$ cat src/rtl/video_timing_normalize.sv
// Video input conditioning: common-latency delay line for sync/DE/data, active-high
// sync normalisation (auto-detected or forced polarity) and frame timing measurement.
module video_timing_normalize #(
    parameter int pDATA_WIDTH = 16,
    parameter int pDELAY      = 2,
    parameter int pCNT_WIDTH  = 12
) (
    input  logic                   i_clk,
    input  logic                   i_rst_n,
    input  logic                   i_vsyn,
    input  logic                   i_hsyn,
    input  logic                   i_de,
    input  logic [pDATA_WIDTH-1:0] i_video_data,
    input  logic                   i_auto_pol,
    input  logic [1:0]             i_force_inv,
    output logic                   o_vsyn,
    output logic                   o_hsyn,
    output logic                   o_de,
    output logic [pDATA_WIDTH-1:0] o_video_data,
    output logic                   o_vs_inv,
    output logic                   o_hs_inv,
    output logic [pCNT_WIDTH-1:0]  o_h_total,
    output logic [pCNT_WIDTH-1:0]  o_h_active,
    output logic [pCNT_WIDTH-1:0]  o_v_total,
    output logic [pCNT_WIDTH-1:0]  o_v_active,
    output logic                   o_lock
);

    localparam int LP_STG = pDELAY - 1;
    typedef logic [pCNT_WIDTH-1:0] cnt_t;
    localparam cnt_t LP_CNT_ZERO = {pCNT_WIDTH{1'b0}};
    localparam cnt_t LP_CNT_ONE  = {{(pCNT_WIDTH-1){1'b0}}, 1'b1};
    localparam cnt_t LP_CNT_MAX  = {pCNT_WIDTH{1'b1}};

    function automatic cnt_t sat_inc(input cnt_t v);
        if (v == LP_CNT_MAX) sat_inc = v;
        else                 sat_inc = v + LP_CNT_ONE;
    endfunction

    logic [LP_STG-1:0]      vs_dly_r, hs_dly_r, de_dly_r;
    logic [pDATA_WIDTH-1:0] data_dly_r [LP_STG];

    // index 0 = vsync, 1 = hsync, matching the i_force_inv bit order
    logic [1:0] raw_s, rise_s, raw_prev_r, pol_seen_r, inv_r, inv_nxt_s;
    logic       pol_chg_s;
    cnt_t       hi_cnt_r [2];
    cnt_t       lo_cnt_r [2];

    logic hs_o_prev_r, vs_o_prev_r, hs_rise_s, vs_rise_s;
    logic h_seen_r, v_seen_r, line_de_r, lk_valid_r, lock_match_s;
    cnt_t hcnt_r, dcnt_r, vcnt_r, vact_r, lk_h_r, lk_v_r;
    cnt_t h_new_s, v_new_s, va_new_s;

    assign raw_s     = {i_hsyn, i_vsyn};
    assign rise_s    = raw_s & ~raw_prev_r;
    assign pol_chg_s = |(inv_nxt_s ^ inv_r);
    assign o_vs_inv  = inv_r[0];
    assign o_hs_inv  = inv_r[1];
    assign hs_rise_s = o_hsyn & ~hs_o_prev_r;
    assign vs_rise_s = o_vsyn & ~vs_o_prev_r;

    // Delay line for the first pDELAY-1 stages
    always_ff @(posedge i_clk or negedge i_rst_n) begin
        if (!i_rst_n) begin
            vs_dly_r <= {LP_STG{1'b0}};
            hs_dly_r <= {LP_STG{1'b0}};
            de_dly_r <= {LP_STG{1'b0}};
            for (int i = 0; i < LP_STG; i++) data_dly_r[i] <= {pDATA_WIDTH{1'b0}};
        end else begin
            vs_dly_r[0]   <= i_vsyn;
            hs_dly_r[0]   <= i_hsyn;
            de_dly_r[0]   <= i_de;
            data_dly_r[0] <= i_video_data;
            for (int i = 1; i < LP_STG; i++) begin
                vs_dly_r[i]   <= vs_dly_r[i-1];
                hs_dly_r[i]   <= hs_dly_r[i-1];
                de_dly_r[i]   <= de_dly_r[i-1];
                data_dly_r[i] <= data_dly_r[i-1];
            end
        end
    end

    // Final delay stage; XOR with the next polarity equals XOR of the delayed raw with inv_r
    always_ff @(posedge i_clk or negedge i_rst_n) begin
        if (!i_rst_n) begin
            o_vsyn       <= 1'b0;
            o_hsyn       <= 1'b0;
            o_de         <= 1'b0;
            o_video_data <= {pDATA_WIDTH{1'b0}};
        end else begin
            o_vsyn       <= vs_dly_r[LP_STG-1] ^ inv_nxt_s[0];
            o_hsyn       <= hs_dly_r[LP_STG-1] ^ inv_nxt_s[1];
            o_de         <= de_dly_r[LP_STG-1];
            o_video_data <= data_dly_r[LP_STG-1];
        end
    end

    // Polarity decision: longer level within a raw period is the inactive one
    always_comb begin
        inv_nxt_s = inv_r;
        for (int i = 0; i < 2; i++) begin
            if (!i_auto_pol) begin
                inv_nxt_s[i] = i_force_inv[i];
            end else if (rise_s[i] && pol_seen_r[i]) begin
                if (hi_cnt_r[i] > lo_cnt_r[i])      inv_nxt_s[i] = 1'b1;
                else if (lo_cnt_r[i] > hi_cnt_r[i]) inv_nxt_s[i] = 1'b0;
                else                                inv_nxt_s[i] = inv_r[i];
            end else begin
                inv_nxt_s[i] = inv_r[i];
            end
        end
    end

    // Raw high/low period counters (run in forced mode too) and polarity registers
    always_ff @(posedge i_clk or negedge i_rst_n) begin
        if (!i_rst_n) begin
            raw_prev_r <= 2'b00;
            pol_seen_r <= 2'b00;
            inv_r      <= 2'b00;
            for (int i = 0; i < 2; i++) begin
                hi_cnt_r[i] <= LP_CNT_ZERO;
                lo_cnt_r[i] <= LP_CNT_ZERO;
            end
        end else begin
            raw_prev_r <= raw_s;
            pol_seen_r <= pol_seen_r | rise_s;
            inv_r      <= inv_nxt_s;
            for (int i = 0; i < 2; i++) begin
                if (rise_s[i]) begin
                    hi_cnt_r[i] <= LP_CNT_ONE;
                    lo_cnt_r[i] <= LP_CNT_ZERO;
                end else if (raw_s[i]) begin
                    hi_cnt_r[i] <= sat_inc(hi_cnt_r[i]);
                end else begin
                    lo_cnt_r[i] <= sat_inc(lo_cnt_r[i]);
                end
            end
        end
    end

    // Values a vsync edge would latch; a coincident hsync edge closes the ending frame's last line
    always_comb begin
        h_new_s  = o_h_total;
        v_new_s  = vcnt_r;
        va_new_s = vact_r;
        if (hs_rise_s && h_seen_r) h_new_s = hcnt_r;
        else                       h_new_s = o_h_total;
        if (hs_rise_s) v_new_s = sat_inc(vcnt_r);
        else           v_new_s = vcnt_r;
        if (hs_rise_s && line_de_r) va_new_s = sat_inc(vact_r);
        else                        va_new_s = vact_r;
        lock_match_s = lk_valid_r && (h_new_s == lk_h_r) && (v_new_s == lk_v_r);
    end

    // Line measurement on the normalised hsync/DE
    always_ff @(posedge i_clk or negedge i_rst_n) begin
        if (!i_rst_n) begin
            hs_o_prev_r <= 1'b0;
            h_seen_r    <= 1'b0;
            line_de_r   <= 1'b0;
            hcnt_r      <= LP_CNT_ZERO;
            dcnt_r      <= LP_CNT_ZERO;
            o_h_total   <= LP_CNT_ZERO;
            o_h_active  <= LP_CNT_ZERO;
        end else begin
            hs_o_prev_r <= o_hsyn;
            if (hs_rise_s) begin
                h_seen_r  <= 1'b1;
                hcnt_r    <= LP_CNT_ONE;
                dcnt_r    <= o_de ? LP_CNT_ONE : LP_CNT_ZERO;
                line_de_r <= o_de;
                if (h_seen_r) begin
                    o_h_total  <= hcnt_r;
                    o_h_active <= dcnt_r;
                end else begin
                    o_h_total  <= o_h_total;
                    o_h_active <= o_h_active;
                end
            end else begin
                hcnt_r    <= sat_inc(hcnt_r);
                dcnt_r    <= o_de ? sat_inc(dcnt_r) : dcnt_r;
                line_de_r <= line_de_r | o_de;
            end
        end
    end

    // Frame measurement on the normalised vsync
    always_ff @(posedge i_clk or negedge i_rst_n) begin
        if (!i_rst_n) begin
            vs_o_prev_r <= 1'b0;
            v_seen_r    <= 1'b0;
            vcnt_r      <= LP_CNT_ZERO;
            vact_r      <= LP_CNT_ZERO;
            o_v_total   <= LP_CNT_ZERO;
            o_v_active  <= LP_CNT_ZERO;
        end else begin
            vs_o_prev_r <= o_vsyn;
            if (vs_rise_s) begin
                v_seen_r <= 1'b1;
                vcnt_r   <= LP_CNT_ZERO;
                vact_r   <= LP_CNT_ZERO;
                if (v_seen_r) begin
                    o_v_total  <= v_new_s;
                    o_v_active <= va_new_s;
                end else begin
                    o_v_total  <= o_v_total;
                    o_v_active <= o_v_active;
                end
            end else begin
                vcnt_r <= v_new_s;
                vact_r <= va_new_s;
            end
        end
    end

    // Lock: a frame matching the previous one sets it; a polarity change also forgets the reference
    always_ff @(posedge i_clk or negedge i_rst_n) begin
        if (!i_rst_n) begin
            lk_valid_r <= 1'b0;
            lk_h_r     <= LP_CNT_ZERO;
            lk_v_r     <= LP_CNT_ZERO;
            o_lock     <= 1'b0;
        end else if (pol_chg_s) begin
            lk_valid_r <= 1'b0;
            o_lock     <= 1'b0;
        end else if (vs_rise_s && v_seen_r) begin
            lk_valid_r <= 1'b1;
            lk_h_r     <= h_new_s;
            lk_v_r     <= v_new_s;
            o_lock     <= lock_match_s;
        end else begin
            o_lock     <= o_lock;
        end
    end

endmodule

$ cat config.mk
export PLATFORM = sky130hd
export DESIGN_NAME = video_timing_normalize
export DESIGN_NICKNAME = d
export VERILOG_FILES = /design/src/rtl/video_timing_normalize.sv
export SDC_FILE = /design/constraint.sdc
export NUM_CORES = 1
export LEC_CHECK = 0
export BUFFER_PORTS_ARGS = -buffer_cell sky130_fd_sc_hd__buf_2
export CAP_MARGIN = 30
export CORE_ASPECT_RATIO = 1.1
export CORE_MARGIN = 2
export CORE_UTILIZATION = 35
export CTS_BUF_LIST = sky130_fd_sc_hd__clkbuf_8
export DETAILED_ROUTE_END_ITERATION = 7
export PLACE_DENSITY = 0.65
export RECOVER_POWER = 50
export SLEW_MARGIN = 10
export SYNTH_ARGS = -nofsm -noshare
export SYNTH_HDL_FRONTEND = slang
export SYNTH_SLANG_ARGS = --single-unit
$ cat constraint.sdc
create_clock -name i_clk -period 2.55 [get_ports i_clk]
set_input_delay 0.51 -clock i_clk [delete_from_list [all_inputs] [get_ports i_clk]]
set_output_delay 0.51 -clock i_clk [all_outputs]
set_load 0.01 [all_outputs]
# Word level (Yosys, flattened, before mapping)

Cells that the tools add are included.

Register bits after elaboration: 219
Output and inout bits: 70
Word-level logic and storage cells: 132

Add/sub/neg operators: 8
Bitwise gates (word level): 12
Reduce and logical (&&, ||, !) cells: 20
Eq/ne operators: 18
Magnitude comparators: 4
Mux-type cells: 38

Operators with widths:

| operator                | number |
|---|---|
| $mux W12                | 24 |
| $add A12 B1 Y12 const B | 8 |
| $eq A12 B12 Y1 const B  | 8 |
| $gt A12 B12 Y1          | 4 |
| $eq A12 B12 Y1          | 2 |
| $reduce_and A2 Y1       | 8 |
| $mux W1                 | 14 |
| $ne A2 B2 Y1 const B    | 6 |
| $reduce_bool A2 Y1      | 4 |
| $logic_and A1 B1 Y1     | 7 |
| $ne A2 B1 Y1 const B    | 2 |
| $not A1 Y1              | 3 |
| $and A1 B1 Y1           | 2 |
| $and A2 B2 Y2           | 1 |
| $not A2 Y2              | 1 |
| $or A2 B2 Y2            | 1 |
| $reduce_or A2 Y1        | 1 |
| $xor A1 B1 Y1           | 2 |
| $xor A2 B2 Y2           | 1 |
| $or A1 B1 Y1            | 1 |

# Longest topological paths before layout

Word-level depth: 9
Mapped depth: 11
Mapped depth without buffers: 10

# Worst setup path before layout

No wires, ideal clock.

Path type: reg-to-reg
Start: reg hi_cnt_r[17] (netlist bit)
End: reg lk_h_r[3]
Path buffers: 1
Stages on the path, launching flop included: 11
Slack: -0.199 ns
Arrival: 2.622 ns
Data required time: 2.423 ns
Cell sequence: dfrtp_1 > inv_1 > ha_1 > a21o_1 > a21o_1 > a21oi_1 > o2111a_1 > mux2_2 > nor4_4 > buf_6 > mux2_1

Longest elaborated chain between the ends: 9
Elaborated cells between the ends (all ways): 10
Those cells by class: order compare (2); mux (4); bitwise (2); reduce/logical (2)

RTL lines:

| what                              | line | source |
|---|---|---|
| from (decl)                       | 46   | `cnt_t hi_cnt_r [2];` |
| from (signal, indexed assignment) | 133  | `hi_cnt_r[i] <= sat_inc(hi_cnt_r[i]);` |
| $gt A12 B12 Y1                    | 106  | `else if (lo_cnt_r[i] > hi_cnt_r[i]) inv_nxt_s[i] = 1'b0;` |
| $mux W1                           | 106  |  |
| $mux W1 *                         | 105  | `if (hi_cnt_r[i] > lo_cnt_r[i]) inv_nxt_s[i] = 1'b1;` |
| $mux W1 *                         | 104  | `end else if (rise_s[i] && pol_seen_r[i]) begin` |
| $mux W1 *                         | 102  | `if (!i_auto_pol) begin` |
| $xor A2 B2 Y2 *                   | 56   | `assign pol_chg_s = \|(inv_nxt_s ^ inv_r);` |
| $reduce_or A2 Y1 *                | 56   |  |
| $not A1 Y1 (no line) *            | n/a  |  |
| $reduce_and A2 Y1 (no line) *     | n/a  |  |
| to (signal assigned)              | 228  | `lk_h_r <= h_new_s;` |
| to (decl)                         | 51   | `cnt_t hcnt_r, dcnt_r, vcnt_r, vact_r, lk_h_r, lk_v_r;` |

Every way passes the cells marked *; elsewhere a longest branch is shown, timed or not.
A chain may end at the register's enable or synchronous reset.

# Final worst setup path

Start: reg lo_cnt_r[17] (netlist bit)
End: reg lk_h_r[0]

Longest elaborated chain between the ends: 9
Elaborated cells between the ends (all ways): 10
Those cells by class: order compare (2); mux (4); bitwise (2); reduce/logical (2)

RTL lines:

| what                              | line | source |
|---|---|---|
| from (decl)                       | 47   | `cnt_t lo_cnt_r [2];` |
| from (signal, indexed assignment) | 135  | `lo_cnt_r[i] <= sat_inc(lo_cnt_r[i]);` |
| $gt A12 B12 Y1                    | 106  |  |
| $mux W1                           | 106  |  |
| $mux W1 *                         | 105  |  |
| $mux W1 *                         | 104  |  |
| $mux W1 *                         | 102  |  |
| $xor A2 B2 Y2 *                   | 56   |  |
| $reduce_or A2 Y1 *                | 56   |  |
| $not A1 Y1 (no line) *            | n/a  |  |
| $reduce_and A2 Y1 (no line) *     | n/a  |  |

Marks and branches as above.

==> results.tsv <==
stage	metric	value	unit
outcome	result of the run	finished, violations left	
outcome	failing checks	capacitance limit, slew limit, setup timing	
synth	most common cell in the netlist	sky130_fd_sc_hd__dfrtp_1	
die	core footprint	28460	um2
synth	Main synth FF type	sky130_fd_sc_hd__dfrtp_1	
setup_path	data arrival time of the critical path	3020	ps
synth	EDFF count, synth	0	
synth	most instantiated cells after synthesis	217 x sky130_fd_sc_hd__dfrtp_1, 103 x sky130_fd_sc_hd__nor2_1, 87 x sky130_fd_sc_hd__nand2_1	
setup_path	type of the worst setup path	reg2reg	
die	die outline height	181.7	um
cells_and_area	final non-filler cell total	1546	
power_and_ir_drop	total leakage power	5.891	nW
die	area of the die	30070	um2
clocking	Clock Sinks	217	
synth	share of synthesized area occupied by flip-flops and latches	54.06	%
timing	maximum clock rate	0.3839	GHz
worst_hold_path	Tightest Hold Check Type	in2reg	
placed_design	RePlAce Congestion	0.8536	
setup_path	critical path fanouts, max	7	
routing	number of vias in the routed layout	7587	
global_route	pin count of the biggest net entering global routing	72	
timing	Hold Vio Cnt, Final	0	
clocking	Max Buffers Root-to-Sink	3	
timing	setup slack of the critical path after layout	-55.13	ps
synth	area fraction of the dominant cell type after synthesis	54.06	%
cells_and_area	final layout net count	1210	
synth	Post-Synthesis Cells	960	
die	row cnt	65	
timing	actual transition at the worst max-transition pin	1878	ps
timing	final setup fails	15	
timing	setup TNS	-519.1	ps
routing	detailed-router iteration count before antenna repair	4	
clocking	maximum level of the CTS H-tree	2	
die	die width	165.5	um
synth	top area cells in the synthesized netlist	sky130_fd_sc_hd__dfrtp_1 54%, sky130_fd_sc_hd__xnor2_1 4.5%, sky130_fd_sc_hd__ha_1 4.0%	
global_route	global-route wire length before repair	37920	um
synth	post-synthesis average cell area	10.46	um2
power_and_ir_drop	Power Total	9.488	mW
synth	Syn Std Cell Area	10040	um2
cells_and_area	n_diodes	0	
synth	number of different library cells in the post-synthesis netlist	63	
flow_run	number of max-capacitance violations reported	1	
synth	flops & latches, synth	217	
synth	synthesized net count	1016	
timing	headroom to the max-slew limit	-25.21	%
die	Starting Density	35.29	%
setup_path	category of the worst setup path capture point	flop	
routing	Routed Wire Length	22750	um
routing	average vias per placed instance	4.908	
timing	setup repair after global routing missed its margin	true	
global_route	total gr overflow	0	
placed_design	DPL Wire Length	15990	um
setup_path	nature of the critical path startpoint	flop	
synth	asr flop ratio synth	100.0	%
die	number of placed I/O pins	94	
placed_design	placed cell count	1475	
clocking	TritonCTS buffer count	38	
clocking	clock tree from TritonCTS	yes	
routing	residual DRC count	0	
cells_and_area	share of cells above drive strength 1	24.45	%
cells_and_area	layout filler cell count	2736	
synth	number of synthesis warnings	0	
clocking	CTS clock-pin slew for the worst setup and hold paths	60	ps
timing	Final period util	102.2	%
routing	antenna-violating nets left	0	
global_route	Total Routing Usage GR	15.49	%
global_route	number of global-route vias before repair	7721	
timing	post-layout minimum cycle time	2605	ps
cells_and_area	layout-stage area growth over the synthesis result	24.29	%
clocking	library cell used as clock root buffer	sky130_fd_sc_hd__clkbuf_8	
timing	Layout Skew	30.89	ps
power_and_ir_drop	power per cell area	760.0	nW/um2
synth	area leader, netlist	sky130_fd_sc_hd__dfrtp_1	
clocking	source-to-sink clock delay at the later pin of the worst-skew pair	530	ps
placed_design	Port Buffers	93	
routing	post-detailed-route wirelength per cell	14.72	um
routing	initial DRC count	408	
global_route	initial antenna violation count	0	
timing	final max-slew violation count	70	
power_and_ir_drop	worst ir drop on vdd	0.4414	mV
setup_path	Worst EP required	2960	ps
layout make-up:
type	instances	area, um2	share of cell area (%)
Clock buffer	45	619.3	4.961
Inverter	50	187.7	1.503
Clock inverter	19	82.58	0.6615
Tap cell	368	460.4	3.688
Multi-Input combinational cell	665	4486	35.93
Sequential cell	217	5430	43.50
Timing Repair Buffer	182	1219	9.761
logic make-up after synthesis:
kind of cell	count (synthesis)	synth area share [%]
simple gates	348	16.85
flops	217	54.06
compound gates	149	8.857
xor+xnor	85	7.549
buf+inv	78	3.201
mux	51	5.493
fa+ha+maj	32	3.986
cell usage in the layout, fill, tap and decap left out, drive strengths merged, types with 5 or more instances in the layout:
cell type,n
nor3,15
inv,68
buf,171
nand2b,11
ha,32
and4,8
nand4,32
and3,13
xor2,32
nor2,103
nor4,9
mux2,33
a21o,7
dfrtp,217
nand2,87
mux2i,18
clkbuf,55
a31oi,5
o21ai,66
xnor2,52
nor2b,11
nand3,34
or3,10
a21oi,36
power breakdown:
part           leakage, nW  internal [mW]  total [mW]  switching, mW
Clock                0.422           1.59        2.97           1.37
Sequential            2.84           3.84        4.23          0.386
Combinational         2.63           1.07        2.29           1.22
metal layers:
layer  vias to the layer above  global-route usage (%)  wire length, um
met3                        52                   3.289             1030
met1                      3673                   20.94            10480
met2                       142                   24.76            10700
met5                         -                       0                0
met4                         0                   5.034              545
li1                       3720                       -                -
worst max-delay path, cell delays in order (launching register included):
cell and delay, ps:
sky130_fd_sc_hd__dfrtp_1 410, sky130_fd_sc_hd__ha_4 280, sky130_fd_sc_hd__nand4_1 100, sky130_fd_sc_hd__or2_1 270, sky130_fd_sc_hd__a21o_1 160, sky130_fd_sc_hd__o2111a_1 170, sky130_fd_sc_hd__mux2_4 330, sky130_fd_sc_hd__nor4_4 140
sky130_fd_sc_hd__buf_6 170, sky130_fd_sc_hd__buf_12 150, sky130_fd_sc_hd__mux2_4 300
timing repair:
item / 4_1_cts / 5_1_grt
endpoints found under the setup margin: 22 / 24
pin swaps: 1 / 5
gates cloned: 0 / 2
resized for setup: 7 / 50
setup buffers: 1 / 3
endpoints found under the hold margin: 68 / 0
hold buffers: 1 / 0
flip-flops by register name (all words and copies together) (netlist names), 2 cells and up:
register	cells
vact_r	12
dcnt_r	12
lo_cnt_r	24
inv_r	2
hi_cnt_r	24
vcnt_r	12
o_h_total	12
lk_h_r	12
data_dly_r	16
hcnt_r	12
lk_v_r	12
o_video_data	16
pol_seen_r	2
o_v_total	12
o_v_active	12
o_h_active	12
path summary, 6_finish.rpt:
check	start	slack [ps]	to	cells after the start
setup / recovery	lo_cnt_r[17]$_DFFE_PN0P_	-60	lk_h_r[0]$_DFFE_PN0P_	10
hold / removal	i_video_data[9]	90	data_dly_r[9]$_DFF_PN0_	1
setup reg to reg	lo_cnt_r[17]$_DFFE_PN0P_	-60	lk_h_r[0]$_DFFE_PN0P_	10
hold reg to reg	de_dly_r$_DFF_PN0_	340	o_de$_DFF_PN0_	0
max in group asynchronous	i_rst_n	290	dcnt_r[3]$_DFFE_PN0P_	3
min in group asynchronous	i_rst_n	1050	lk_v_r[5]$_DFFE_PN0P_	2
stage by stage:
stage               hold slack (ps)  area [um2]  utilization, %  setup slack [ps]
global placement              331.6       11540           40.53            -108.5
CTS                           38.92       12290           43.16            -20.79
detailed placement            335.5       11540           40.53            -174.2
finish                        85.03       12480           43.86            -55.13
floorplan                     214.4       10060               -            -193.1
global route                  46.17       12480           43.86            -200.0
(Power assumes the default switching activity.)
